<file path="src/rtl/maze_pkg.sv">
// Shared maze definitions: grid size, coordinate and move-counter widths,
// FSM encoding and a bounded single-step helper.
package maze_pkg;

   localparam int MAZE_W  = 16;
   localparam int MAZE_H  = 12;
   localparam int COORD_W = 4;
   localparam int MOVES_W = 10;

   localparam logic [MOVES_W-1:0] MOVES_MAX = '1;

   typedef logic [COORD_W-1:0] coord_t;

   typedef enum logic [1:0] {
      S_IDLE,
      S_QUERY,
      S_CHECK,
      S_WON
   } state_t;

   typedef struct packed {
      logic   ok;
      coord_t c;
   } step_t;

   // One step down or up; ok is low when the step leaves 0..lim.
   function automatic step_t step_coord(coord_t c, logic dn, coord_t lim);
      step_t s;
      s.ok = dn ? (c != '0) : (c != lim);
      s.c  = dn ? c - coord_t'(1) : c + coord_t'(1);
      return s;
   endfunction

endpackage

</file>
<file path="src/rtl/key_debounce.sv">
// Active-low key conditioner: 2-flop sync, stable-level counter,
// one-cycle press pulse on the accepted 1->0 transition.
module key_debounce #(
   parameter int CYCLES = 4
) (
   input  logic clk,
   input  logic rst_n,
   input  logic key_n,
   output logic press
);

   localparam int CW = $clog2(CYCLES + 1);
   localparam logic [CW-1:0] LAST = CW'(CYCLES - 1);

   logic          s1;
   logic          s2;
   logic          level;
   logic [CW-1:0] cnt;

   always_ff @(posedge clk or negedge rst_n) begin
      if (!rst_n) begin
         s1    <= 1'b1;
         s2    <= 1'b1;
         level <= 1'b1;
         cnt   <= '0;
         press <= 1'b0;
      end else begin
         s1    <= key_n;
         s2    <= s1;
         press <= 1'b0;
         if (s2 == level) begin
            cnt <= '0;
         end else if (cnt == LAST) begin
            level <= s2;
            cnt   <= '0;
            press <= ~s2;
         end else begin
            cnt <= cnt + CW'(1);
         end
      end
   end

endmodule

</file>
<file path="src/rtl/maze_mover.sv">
// Player movement controller: debounced keys, wall-ROM lookup of the
// target cell, move counting and goal detection.
module maze_mover
   import maze_pkg::*;
#(
   parameter int DEBOUNCE_CYCLES = 1000000,
   parameter int GRID_W          = MAZE_W,
   parameter int GRID_H          = MAZE_H,
   parameter int START_X         = 0,
   parameter int START_Y         = 0,
   parameter int GOAL_X          = 15,
   parameter int GOAL_Y          = 11
) (
   input  logic               iCLK,
   input  logic               iRST_N,
   input  logic               iAXIS,
   input  logic               iKEY_MINUS,
   input  logic               iKEY_PLUS,
   input  logic               iKEY_RESTART,
   output logic [3:0]         oQ_X,
   output logic [3:0]         oQ_Y,
   input  logic               iWALL,
   output logic [3:0]         oPX,
   output logic [3:0]         oPY,
   output logic [MOVES_W-1:0] oMOVES,
   output logic               oWIN,
   output logic               oMOVE_PULSE
);

   localparam coord_t X_MAX = coord_t'(GRID_W - 1);
   localparam coord_t Y_MAX = coord_t'(GRID_H - 1);
   localparam coord_t SX    = coord_t'(START_X);
   localparam coord_t SY    = coord_t'(START_Y);
   localparam coord_t GX    = coord_t'(GOAL_X);
   localparam coord_t GY    = coord_t'(GOAL_Y);

   logic ev_minus;
   logic ev_plus;
   logic ev_rst;

   key_debounce #(.CYCLES(DEBOUNCE_CYCLES)) u_db_minus (
      .clk   (iCLK),
      .rst_n (iRST_N),
      .key_n (iKEY_MINUS),
      .press (ev_minus)
   );

   key_debounce #(.CYCLES(DEBOUNCE_CYCLES)) u_db_plus (
      .clk   (iCLK),
      .rst_n (iRST_N),
      .key_n (iKEY_PLUS),
      .press (ev_plus)
   );

   key_debounce #(.CYCLES(DEBOUNCE_CYCLES)) u_db_rst (
      .clk   (iCLK),
      .rst_n (iRST_N),
      .key_n (iKEY_RESTART),
      .press (ev_rst)
   );

   state_t             state;
   state_t             nxt;
   coord_t             px;
   coord_t             py;
   coord_t             qx;
   coord_t             qy;
   coord_t             tx;
   coord_t             ty;
   step_t              st;
   logic               go;
   logic               at_goal;
   logic [MOVES_W-1:0] moves;
   logic               pulse;

   // MINUS wins over PLUS by steering the step direction.
   always_comb begin
      st = step_coord(iAXIS ? py : px, ev_minus, iAXIS ? Y_MAX : X_MAX);
      tx = px;
      ty = py;
      if (iAXIS) ty = st.c;
      else       tx = st.c;
   end

   always_comb begin
      at_goal = iWALL ? (px == GX && py == GY)
                      : (qx == GX && qy == GY);
   end

   always_ff @(posedge iCLK or negedge iRST_N) begin
      if (!iRST_N) state <= S_IDLE;
      else         state <= nxt;
   end

   always_comb begin
      nxt = state;
      go  = 1'b0;
      unique case (state)
         S_IDLE: begin
            if ((ev_minus || ev_plus) && st.ok) begin
               nxt = S_QUERY;
               go  = 1'b1;
            end
         end
         S_QUERY: nxt = S_CHECK;
         S_CHECK: nxt = at_goal ? S_WON : S_IDLE;
         S_WON:   nxt = S_WON;
         default: nxt = S_IDLE;
      endcase
      if (ev_rst) begin
         nxt = S_IDLE;
         go  = 1'b0;
      end
   end

   always_ff @(posedge iCLK or negedge iRST_N) begin
      if (!iRST_N) begin
         px    <= SX;
         py    <= SY;
         qx    <= SX;
         qy    <= SY;
         moves <= '0;
         pulse <= 1'b0;
      end else if (ev_rst) begin
         px    <= SX;
         py    <= SY;
         qx    <= SX;
         qy    <= SY;
         moves <= '0;
         pulse <= 1'b0;
      end else begin
         pulse <= 1'b0;
         if (go) begin
            qx <= tx;
            qy <= ty;
         end
         if (state == S_CHECK) begin
            if (!iWALL) begin
               px    <= qx;
               py    <= qy;
               pulse <= 1'b1;
               if (moves != MOVES_MAX) moves <= moves + 1'b1;
            end else begin
               // Blocked: query address falls back onto the player.
               qx <= px;
               qy <= py;
            end
         end
      end
   end

   always_comb begin
      oQ_X        = qx;
      oQ_Y        = qy;
      oPX         = px;
      oPY         = py;
      oMOVES      = moves;
      oWIN        = (state == S_WON);
      oMOVE_PULSE = pulse;
   end

endmodule

</file>
<file path="config.mk">
export PLATFORM = sky130hd
export DESIGN_NAME = maze_mover
export DESIGN_NICKNAME = d
export VERILOG_FILES = /design/src/rtl/maze_pkg.sv /design/src/rtl/key_debounce.sv /design/src/rtl/maze_mover.sv
export SDC_FILE = /design/constraint.sdc
export NUM_CORES = 1
export LEC_CHECK = 0
export ABC_AREA = 1
export BUFFER_PORTS_ARGS = -buffer_cell sky130_fd_sc_hd__buf_4
export CORE_UTILIZATION = 39
export CTS_CLUSTER_SIZE = 30
export DETAILED_ROUTE_END_ITERATION = 7
export GPL_ROUTABILITY_DRIVEN = 1
export SYNTH_ARGS = -nofsm -noshare
export SYNTH_HDL_FRONTEND = slang
export SYNTH_SLANG_ARGS = --single-unit
</file>
<file path="constraint.sdc">
create_clock -name iCLK -period 1.95 [get_ports iCLK]
set_clock_uncertainty 0.1 [all_clocks]
set_input_delay 0.195 -clock iCLK [delete_from_list [all_inputs] [get_ports iCLK]]
set_output_delay 0.195 -clock iCLK [all_outputs]
set_load 0.02 [all_outputs]
</file>
# After elaboration in Yosys (flattened, before gate mapping)
# Index checks and enable logic that the tools add are counted.
op_classes:
  addsub: 6
  reduce_logical: 13
  n_eq_ne: 17
  n_mux: 47
  n_bitwise: 6
ops:
  columns: ["operator", "count"]
  rows:
  - ["2-to-1 mux 20 bit", 6]
  - ["2-to-1 mux 4 bit", 18]
  - ["adder 20 x 1 -> 20 bit (second input constant)", 3]
  - ["== test 20 bit (second input constant)", 3]
  - ["2-to-1 mux 10 bit", 4]
  - ["== test 4 bit (second input constant)", 4]
  - ["2-to-1 mux 1 bit", 14]
  - ["adder 10 x 1 -> 10 bit (second input constant)", 1]
  - ["!= test 10 bit (second input constant)", 1]
  - ["one-hot mux 2 bit (4 select lines)", 1]
  - ["AND reduction 2 bit", 4]
  - ["2-to-1 mux 2 bit", 3]
  - ["inverter 1 bit", 6]
  - ["adder 4 x 1 -> 4 bit (second input constant)", 1]
  - ["== test 2 bit (second input constant)", 2]
  - ["!= test 4 bit", 1]
  - ["nonzero test 2 bit", 2]
  - ["nonzero test 4 bit", 1]
  - ["subtractor 4 x 1 -> 4 bit (second input constant)", 1]
  - ["== test 1 bit", 3]
  - ["logical AND 1 bit", 3]
  - ["2-to-1 mux 3 bit", 1]
  - ["!= test 3 x 2 -> 1 bit (second input constant)", 1]
  - ["AND reduction 3 bit", 1]
  - ["other kinds (4)", 4]
word_totals:
  elab_cells: 111
  regBits: 101
  inputBits: 7

# Longest topological paths before layout
# Gate-level depths: netlist of run 1.
logic_depth:
  ltp_word: 11
  depth_mapped: 14
  depth_no_buf: 14

# Hierarchy
# From an unflattened synthesis of run 1, not the netlist that was laid out.
unflattened:
  cells_unflattened: 752
  area_unflattened_um2: 5935.7
by_module_without_submodules:
  columns: ["mod", "area_each_um2", "instances", "seq_area_each_um2", "cells_per_inst"]
  rows:
  - ["key_debounce", 1372.6, 3, 604.3, 168]
  - ["maze_mover", 1818.0, 1, 725.7, 248]

# Least setup slack after synthesis of run 1
# OpenSTA, ideal clock, no wires.
synth_timing:
  kind: "register to register"
  start: "register px[1], in the netlist oPX[1]"
  end: "register qx[2], in the netlist oQ_X[2]"
  period_less_slack_ns: 1.792
  path_buffers: 0
  slack_ns: 0.158
  stages_incl_launch_ff: 12
  setup_ns: 0.113
  required_ns: 1.737
  arrival_ns: 1.579
  path_cell_list: "dfrtp_1 nand2_1 nand2_2 fa_1 xnor2_1 nand2_1 nand2_1 inv_1 nand4_1 nand3_1 nand2_1 inv_1"
synth_between:
  elab_chain_cells: 11
  word_cells_on_any_way: 16
  cone_classes: "add/sub (2); eq/ne (1); mux (11); reduce/logical (2)"
synth_lines:
  columns: ["element", "line", "text"]
  rows:
  - ["start, declared", "maze_mover.sv:64", "coord_t px;"]
  - ["start signal, assigned", "maze_mover.sv:139", "px <= qx;"]
  - ["2-to-1 mux 4 bit *", "maze_mover.sv:78", "st = step_coord(iAXIS ? py : px, ev_minus, iAXIS ? Y_MAX : X_MAX);"]
  - ["!= test 4 bit or nonzero test 4 bit (tied branches)", "maze_pkg.sv:29", "s.ok = dn ? (c != '0) : (c != lim);"]
  - ["2-to-1 mux 1 bit", "maze_pkg.sv:29", null]
  - ["logical AND 1 bit", "maze_mover.sv:100", "if ((ev_minus || ev_plus) && st.ok) begin"]
  - ["2-to-1 mux 1 bit", "maze_mover.sv:100", null]
  - ["2-to-1 mux 1 bit", "maze_mover.sv:98", "unique case (state)"]
  - ["2-to-1 mux 1 bit", "maze_mover.sv:110", "if (ev_rst) begin"]
  - ["2-to-1 mux 4 bit *", "maze_mover.sv:133", "if (go) begin"]
  - ["2-to-1 mux 4 bit", "maze_mover.sv:138", "if (!iWALL) begin"]
  - ["2-to-1 mux 4 bit *", "maze_mover.sv:137", "if (state == S_CHECK) begin"]
  - ["2-to-1 mux 4 bit *", "maze_mover.sv:124", "end else if (ev_rst) begin"]
  - ["end signal, assigned", "maze_mover.sv:134", "qx <= tx;"]
  - ["end signal, assigned", "maze_mover.sv:145", "qx <= px;"]
  - ["end, declared", "maze_mover.sv:66", "coord_t qx;"]
# Mark *: on every way between the ends. The rest lies on a longest branch, timed or not.
# A chain may end at the register's enable or synchronous reset.

# Worst setup path after layout of run 1
layout_timing:
  start: "register u_db_minus.press"
  end: "register qx[1], in the netlist oQ_X[1]"
layout_between:
  elab_chain_cells: 9
  word_cells_on_any_way: 12
  cone_classes: "mux (10); reduce/logical (2)"
layout_lines:
  columns: ["element", "line", "text"]
  rows:
  - ["start, declared", "key_debounce.sv:9", "output logic press"]
  - ["start signal, assigned", "key_debounce.sv:36", "press <= ~s2;"]
  - ["2-to-1 mux 1 bit or logical OR 1 bit (tied branches)", "maze_pkg.sv:29, maze_mover.sv:100", null]
  - ["logical AND 1 bit", "maze_mover.sv:100", null]
  - ["2-to-1 mux 1 bit", "maze_mover.sv:100", null]
  - ["2-to-1 mux 1 bit", "maze_mover.sv:98", null]
  - ["2-to-1 mux 1 bit", "maze_mover.sv:110", null]
  - ["2-to-1 mux 4 bit *", "maze_mover.sv:133", null]
  - ["2-to-1 mux 4 bit", "maze_mover.sv:138", null]
  - ["2-to-1 mux 4 bit *", "maze_mover.sv:137", null]
  - ["2-to-1 mux 4 bit *", "maze_mover.sv:124", null]
# Marked as above.

==> summary.txt, run 1 <==
Run status
  • Status: finished, final reports clean

Job
  • Number of max-cap violations: 0

Floorplanning
  • I/O Pins: 35
  • CORE AREA: 0.01340 mm^2
  • Die X: 119.9 um
  • Initial cell density of the core: 40.47%
  • Row cnt: 42
  • Die footprint: 0.01438 mm^2
  • Die Ht: 119.9 um

Global routing
  • Initial antenna violation count: 0
  • Met1 usage: 24.56%
  • Gr busiest metal: met2
  • Vias in the first global route: 4632
  • Total global routing overflow: 0
  • Grt met3 use: 4.468%
  • Met2 GRT Util: 29.99%
  • Global Route Usage Sum: 18.63%
  • Largest net degree at the start of global routing: 35
  • First-pass GRT wire length: 21.51 mm

Place
  • Placed cell count: 912
  • RePlAce Congestion: 0.9086
  • HPWL after detailed placement: 9.056 mm
  • DP Area: 0.006052 mm^2
  • Port bufs: 34

Layout
  • Area grow syn2layout: 18.04%
  • # fillers: 1313
  • Ant diodes: 0
  • Layout Nets: 765
  • Share of layout cells above drive strength 1: 16.14%
  • Final Non-Filler Cells: 932
  • Finished Cell Area: 0.006401 mm^2

Logic synthesis
  • Yosys reg bits: 101
  • Cell taking the most area after synthesis: dfrtp_1
  • Share of the synthesized area in the top cell type: 42.46%
  • Syn Inst Count: 686
  • Mapped cell area: 0.005423 mm^2
  • Count of different cell masters after synthesis: 40
  • Post-synthesis sequential area ratio: 46.82%
  • Main area contributors after synthesis: dfrtp_1 (42%), nand2_1 (10%), nor2_1 (7.7%)
  • Post-Syn Nets: 700
  • Synth top cells by count: nand2_1 (146), nor2_1 (111), dfrtp_1 (92), inv_1 (86), nand3_1 (38)
  • Post-synth ARST share: 100.0%
  • Syn. warnings: 0
  • Most numerous cell in the Yosys netlist: nand2_1
  • EDFF count, synth: 0
  • Syn_area_per_cell: 7.905 um^2
  • Dominant synthesized flop cell: dfrtp_1

Clock network
  • Postcts setup bufs: 0
  • CTS max path bufs: 2
  • CTS buffer count: 9
  • H-tree depth: 3
  • CTS sink cnt: 101
  • Worst skew pair latency: 0.35 ns
  • Reg clk slew, reported paths: 0.07 ns
  • CTS tree: done
  • Root Buffer: clkbuf_16

STA
  • Worst-Margin Slew: 0.4784 ns
  • Headroom to the max-slew limit: 68.11%
  • # setup viols final: 0
  • Hold_ws: 0.08330 ns
  • Final Cycle Share: 92.47%
  • Fmax: 554.6 MHz
  • Final Hold Fails: 0
  • Tmin final: 1.803 ns
  • Pins Over Slew Limit: 0

Worst setup path
  • Crit path required time: 2.13 ns
  • Critical Path AT: 1.98 ns
  • Worst-path fanout max: 7
  • Crit path kind: register to register
  • Crit. End Element: register
  • CP startpoint kind: register

Hold path
  • HP Class: input pin to register

Detailed routing
  • Total wire length: 12.20 mm
  • Vias: 4663
  • Post-DRT Antenna Nets: 0
  • DR pass1 iterations: 4
  • Drc violations: 0
  • Avg WL per Cell: 13.09 um
  • Via/cell ratio: 5.003
  • Starting DRC count in detailed routing: 260

Power and ir drop
  • Pwr/cell area: 639.5 mW/mm^2
  • VDD IR max: 0.4295 mV
  • Leak pwr: 2.970 nW
-- area by class of cell --
cell class	instances	area, um^2	area share (%)
Sequential cell	101	2539	39.66
Multi-Input combinational cell	486	2536	39.62
Timing Repair Buffer	58	470.5	7.349
Inverter	95	359.1	5.610
Clock buffer	9	225.2	3.518
Tap cell	176	220.2	3.440
Clock inverter	7	51.30	0.8014
-- where the power goes --
group	switching, mW	total (mW)	internal (mW)	leakage (nW)
logic	0.159	0.249	0.0900	1.49
clock network	0.823	1.69	0.870	0.125
registers	0.0231	2.15	2.13	1.36
-- path summary, 6_finish.rpt --
path,startpoint,to,slack (ns),cells after the start
min reg2reg,u_db_plus.s1$_DFF_PN1_,u_db_plus.s2$_DFF_PN1_,0.26,0
min in group asynchronous,iRST_N,u_db_rst.cnt[11]$_DFF_PN0_,0.25,2
min,iWALL,oMOVE_PULSE$_DFF_PN0_,0.08,4
max reg2reg,u_db_minus.press$_DFF_PN0_,oQ_X[1]$_DFF_PN0_,0.15,7
max,u_db_minus.press$_DFF_PN0_,oQ_X[1]$_DFF_PN0_,0.15,7
max in group asynchronous,iRST_N,u_db_rst.s2$_DFF_PN1_,0.86,3
-- cell families (layout without fill, tap and decap cells) --
kind of cell	Yosys count	in the layout	share of synthesized area, %
AO/OA/AOI/OAI	54	54	5.307
flip-flops	101	101	46.82
AND/OR/NAND/NOR	392	392	33.78
XOR/XNOR	33	33	5.330
adder cells (fa/ha/maj)	7	7	1.754
buffers and inverters	99	169	7.014
-- routing by layer --
metal	up-vias	wire [um]
met5	-	0
li1	2344	-
met3	18	403
met1	2229	5896
met4	0	197
met2	72	5705
-- cell usage in the layout (no fill, tap or decap), drive strengths merged --
master / Yosys / layout
nand2: 153 / 153
nor2: 118 / 118
inv: 94 / 95
dfrtp: 92 / 92
buf: 3 / 54
nand3: 43 / 43
nor3: 29 / 29
nand4: 27 / 27
xor2: 25 / 25
a21oi: 22 / 22
o21ai: 22 / 22
nor4: 13 / 13
clkbuf: 1 / 9
dfstp: 9 / 9
xnor2: 8 / 8
ha: 6 / 6
o22ai: 5 / 5
clkinvlp: 0 / 4
dlygate4sd3: 0 / 4
nor3b: 4 / 4
and3: 3 / 3
clkinv: 1 / 3
or2: 2 / 2
o21bai: 2 / 2
o21a: 2 / 2
a31oi: 1 / 1
fa: 1 / 1
-- worst max-delay path, stage by stage (launching register included) --
cell and delay, ns:
dfrtp_1 0.51, fa_1 0.62, nor2_1 0.06, a21oi_2 0.10, nand4_1 0.11, nand3_1 0.10
nand2_1 0.05, nor2_1 0.09
-- metrics by stage --
stage	setup TNS (ns)	utilization (%)	power, mW	setup slack, ns
finish	0	47.77	4.093	0.1469
global route	-0.01097	47.77	4.265	-0.01097
CTS	0	47.53	4.150	0.1391
detailed placement	0	45.16	2.432	0.1044
global placement	0	45.16	2.427	0.1335
floorplan	0	-	2.306	0.1583
-- flip-flops by register name, indices dropped and copies added, names as in the netlist, 4 cells and up --
signal	count
oMOVES	10
oPX	4
oPY	4
oQ_X	4
oQ_Y	4
u_db_minus.cnt	20
u_db_plus.cnt	20
u_db_rst.cnt	20
-- repair_timing --
item / CTS / global route
hold buffers: 4 / 0
hold endpoints to repair: 32 / 0
setup endpoints to repair: 0 / 7
resized for setup: 0 / 6
No activity file was read; power rests on OpenSTA's default activity.
==> inputs of run 2 (changes only) <==
--- a/config.mk
+++ b/config.mk
@@ -7,6 +7,7 @@
 export LEC_CHECK = 0
 export ABC_AREA = 1
 export BUFFER_PORTS_ARGS = -buffer_cell sky130_fd_sc_hd__buf_4
+export CORE_ASPECT_RATIO = 1.75
 export CORE_UTILIZATION = 39
 export CTS_CLUSTER_SIZE = 30
 export DETAILED_ROUTE_END_ITERATION = 7
==> summary.txt, run 2 (synthesis gave the netlist of run 1 again) <==
Run status
  • Status: finished, final reports clean

Worst setup path
  • R2R Setup Slk: 0.10 ns (-0.04 ns)
  • CP most frequent cell: nand2_1
  • Critical path cell sequence: nand2_1 > nand2_2 > fa_1 > xnor2_1 > nand2_1 > nand2_1 > inv_1 > nand4_1 > nand3_1 > nand2_1 > inv_1
  • Critical path's slowest cell: dfrtp_1
  • Max incr delay on CP: 0.41 ns (-0.21 ns)
  • Critical Path AT: 1.99 ns (about the same)
  • Worst R2R Start: oPY[1]$_DFFE_PN0P_
  • CP startpoint kind: register
  • Crit. Startpoint: oPY[1]$_DFFE_PN0P_
  • Worst-path fanout max: 4 (-3)
  • Crit path kind: register to register
  • Crit. End Element: register
  • Crit path required time: 2.09 ns (-0.04 ns)

Clock network
  • Reg clk slew, reported paths: 0.07 ns (about the same)
  • CTS tree: done
  • H-tree depth: 3 (unchanged)
  • Root Buffer: clkbuf_16
  • CTS sink cnt: 101 (unchanged)
  • CTS max path bufs: 2 (unchanged)
  • CTS buffer count: 9 (unchanged)
  • Worst skew pair latency: 0.34 ns (about the same)

Floorplanning
  • Die X: 91.14 um (-24%)
  • Die Ht: 158.0 um (+32%)
  • CORE AREA: 0.01345 mm^2 (+0.39%)
  • I/O Pins: 35 (unchanged)
  • Die footprint: 0.01440 mm^2 (+0.13%)
  • Row cnt: 56 (+33%)
  • Initial cell density of the core: 40.31% (-0.16 points)

Detailed routing
  • Post-DRT Antenna Nets: 0 (unchanged)
  • Vias: 4766 (+2.2%)
  • Starting DRC count in detailed routing: 249 (-4.2%)
  • Total wire length: 12.74 mm (+4.4%)
  • Avg WL per Cell: 13.71 um (+4.7%)
  • Via/cell ratio: 5.130 (+2.5%)
  • DR pass1 iterations: 6 (+2)
  • Drc violations: 0 (unchanged)

Place
  • RePlAce Congestion: 0.9138 (+0.57%)
  • HPWL after detailed placement: 9.469 mm (+4.6%)
  • Port bufs: 34 (unchanged)

Layout
  • Ant diodes: 0 (unchanged)
  • Area grow syn2layout: 17.58%
  • Largest registers: u_db_minus.cnt: 20 flops, u_db_plus.cnt: 20 flops, u_db_rst.cnt: 20 flops
  • Layout Nets: 764 (-0.13%)
  • Most common cell after layout, fill and taps aside: nand2_1
  • Share of layout cells above drive strength 1: 15.89% (-0.24 points)
  • Most frequent cells in the layout: nand2_1 (144), nor2_1 (111), dfrtp_1 (92)

Global routing
  • Initial antenna violation count: 0 (unchanged)
  • Largest net degree at the start of global routing: 102 (+190%)
  • Total global routing overflow: 0 (unchanged)
  • Vias in the first global route: 4859 (+4.9%)
  • Global Route Usage Sum: 19.00% (+0.37 points)
  • First-pass GRT wire length: 21.82 mm (+1.4%)

STA
  • Hold_ws: 0.1364 ns (+0.05307 ns)
  • Setup TNS: 0 ns (unchanged)
  • Unrepaired setup endpoints after global routing: true
  • Worst-Margin Slew: 0.5632 ns (+0.08473 ns)
  • Headroom to the max-slew limit: 62.46% (-5.6 points)
  • Final Hold Fails: 0 (unchanged)
  • Tmin final: 1.846 ns (+0.04313 ns)
  • Final Cycle Share: 94.68% (+2.2 points)
  • Pins Over Slew Limit: 0 (unchanged)
  • Fmax: 541.6 MHz (-2.3%)
  • # setup viols final: 0 (unchanged)

Job
  • Number of max-cap violations: 0 (unchanged)

Power and ir drop
  • Leak pwr: 2.968 nW (about the same)
  • VDD IR max: 0.5385 mV (+25%)
  • Pwr/cell area: 647.2 mW/mm^2 (+1.2%)

Hold path
  • Hold path start: iWALL
  • HP Class: input pin to register
-- run 2: final timing paths --
| path | end | cells after the start |
|---|---|---|
| max in group asynchronous | oQ_Y[1]$_DFF_PN0_ | 3 |
| worst min register to register | u_db_rst.s2$_DFF_PN1_ | 0 |
| worst max-delay path | oQ_X[2]$_DFF_PN0_ | 11 |
| worst min-delay path | oMOVE_PULSE$_DFF_PN0_ | 4 |
| worst max register to register | oQ_X[2]$_DFF_PN0_ | 11 |
| min in group asynchronous | u_db_plus.cnt[17]$_DFF_PN0_ | 3 |
-- run 2: where the power goes --
group,switching (mW),internal [mW],total [mW],leakage (nW)
registers,0.0242,2.13,2.15,1.36
logic,0.155,0.0814,0.236,1.48
clock network,0.831,0.908,1.74,0.135
-- run 2: cell type report --
type	count	area (um^2)
fill	1364	7077
clock inverter	6	46.29
tap	174	217.7
sequential	101	2539
multi-input combinational	486	2525
clock buffer	10	239.0
timing repair buffer	57	450.4
inverter	95	359.1
-- run 2: per-stage QoR --
stage | power (mW) | setup slack (ns) | utilization, % | area, um^2 | std cells
after floorplan | 2.306 | 0.1583 | - | 5423 | 686
after global placement | 2.418 | 0.09628 | 44.82 | 6030 | 909
after detailed placement | 2.424 | -0.04675 | 44.82 | 6030 | 909
after CTS | 4.177 | 0.02754 | 47.24 | 6355 | 929
after global routing | 4.282 | -0.009307 | 47.40 | 6376 | 929
final | 4.127 | 0.1038 | 47.40 | 6376 | 929
-- run 2: critical path: cells and delay by family, from the launching register on --
family        cells  cell delay [ns]
xor+xnor          1             0.20
simple gates      7             0.54
fa+ha+maj         1             0.41
flops             1             0.41
buf+inv           2             0.08
-- run 2: repair_timing --
action,CTS,global route
gates resized for setup,0,5
endpoints found under the hold margin,95,0
endpoints found under the setup margin,0,5
hold buffers,4,0
setup buffers,0,0
-- run 2: routing by layer --
metal / share of wire (%) / track usage, %
met5: 0 / 0
met4: 3.3 / 9.902
met3: 2.4 / 2.834
met2: 55 / 36.04
met1: 39 / 20.14
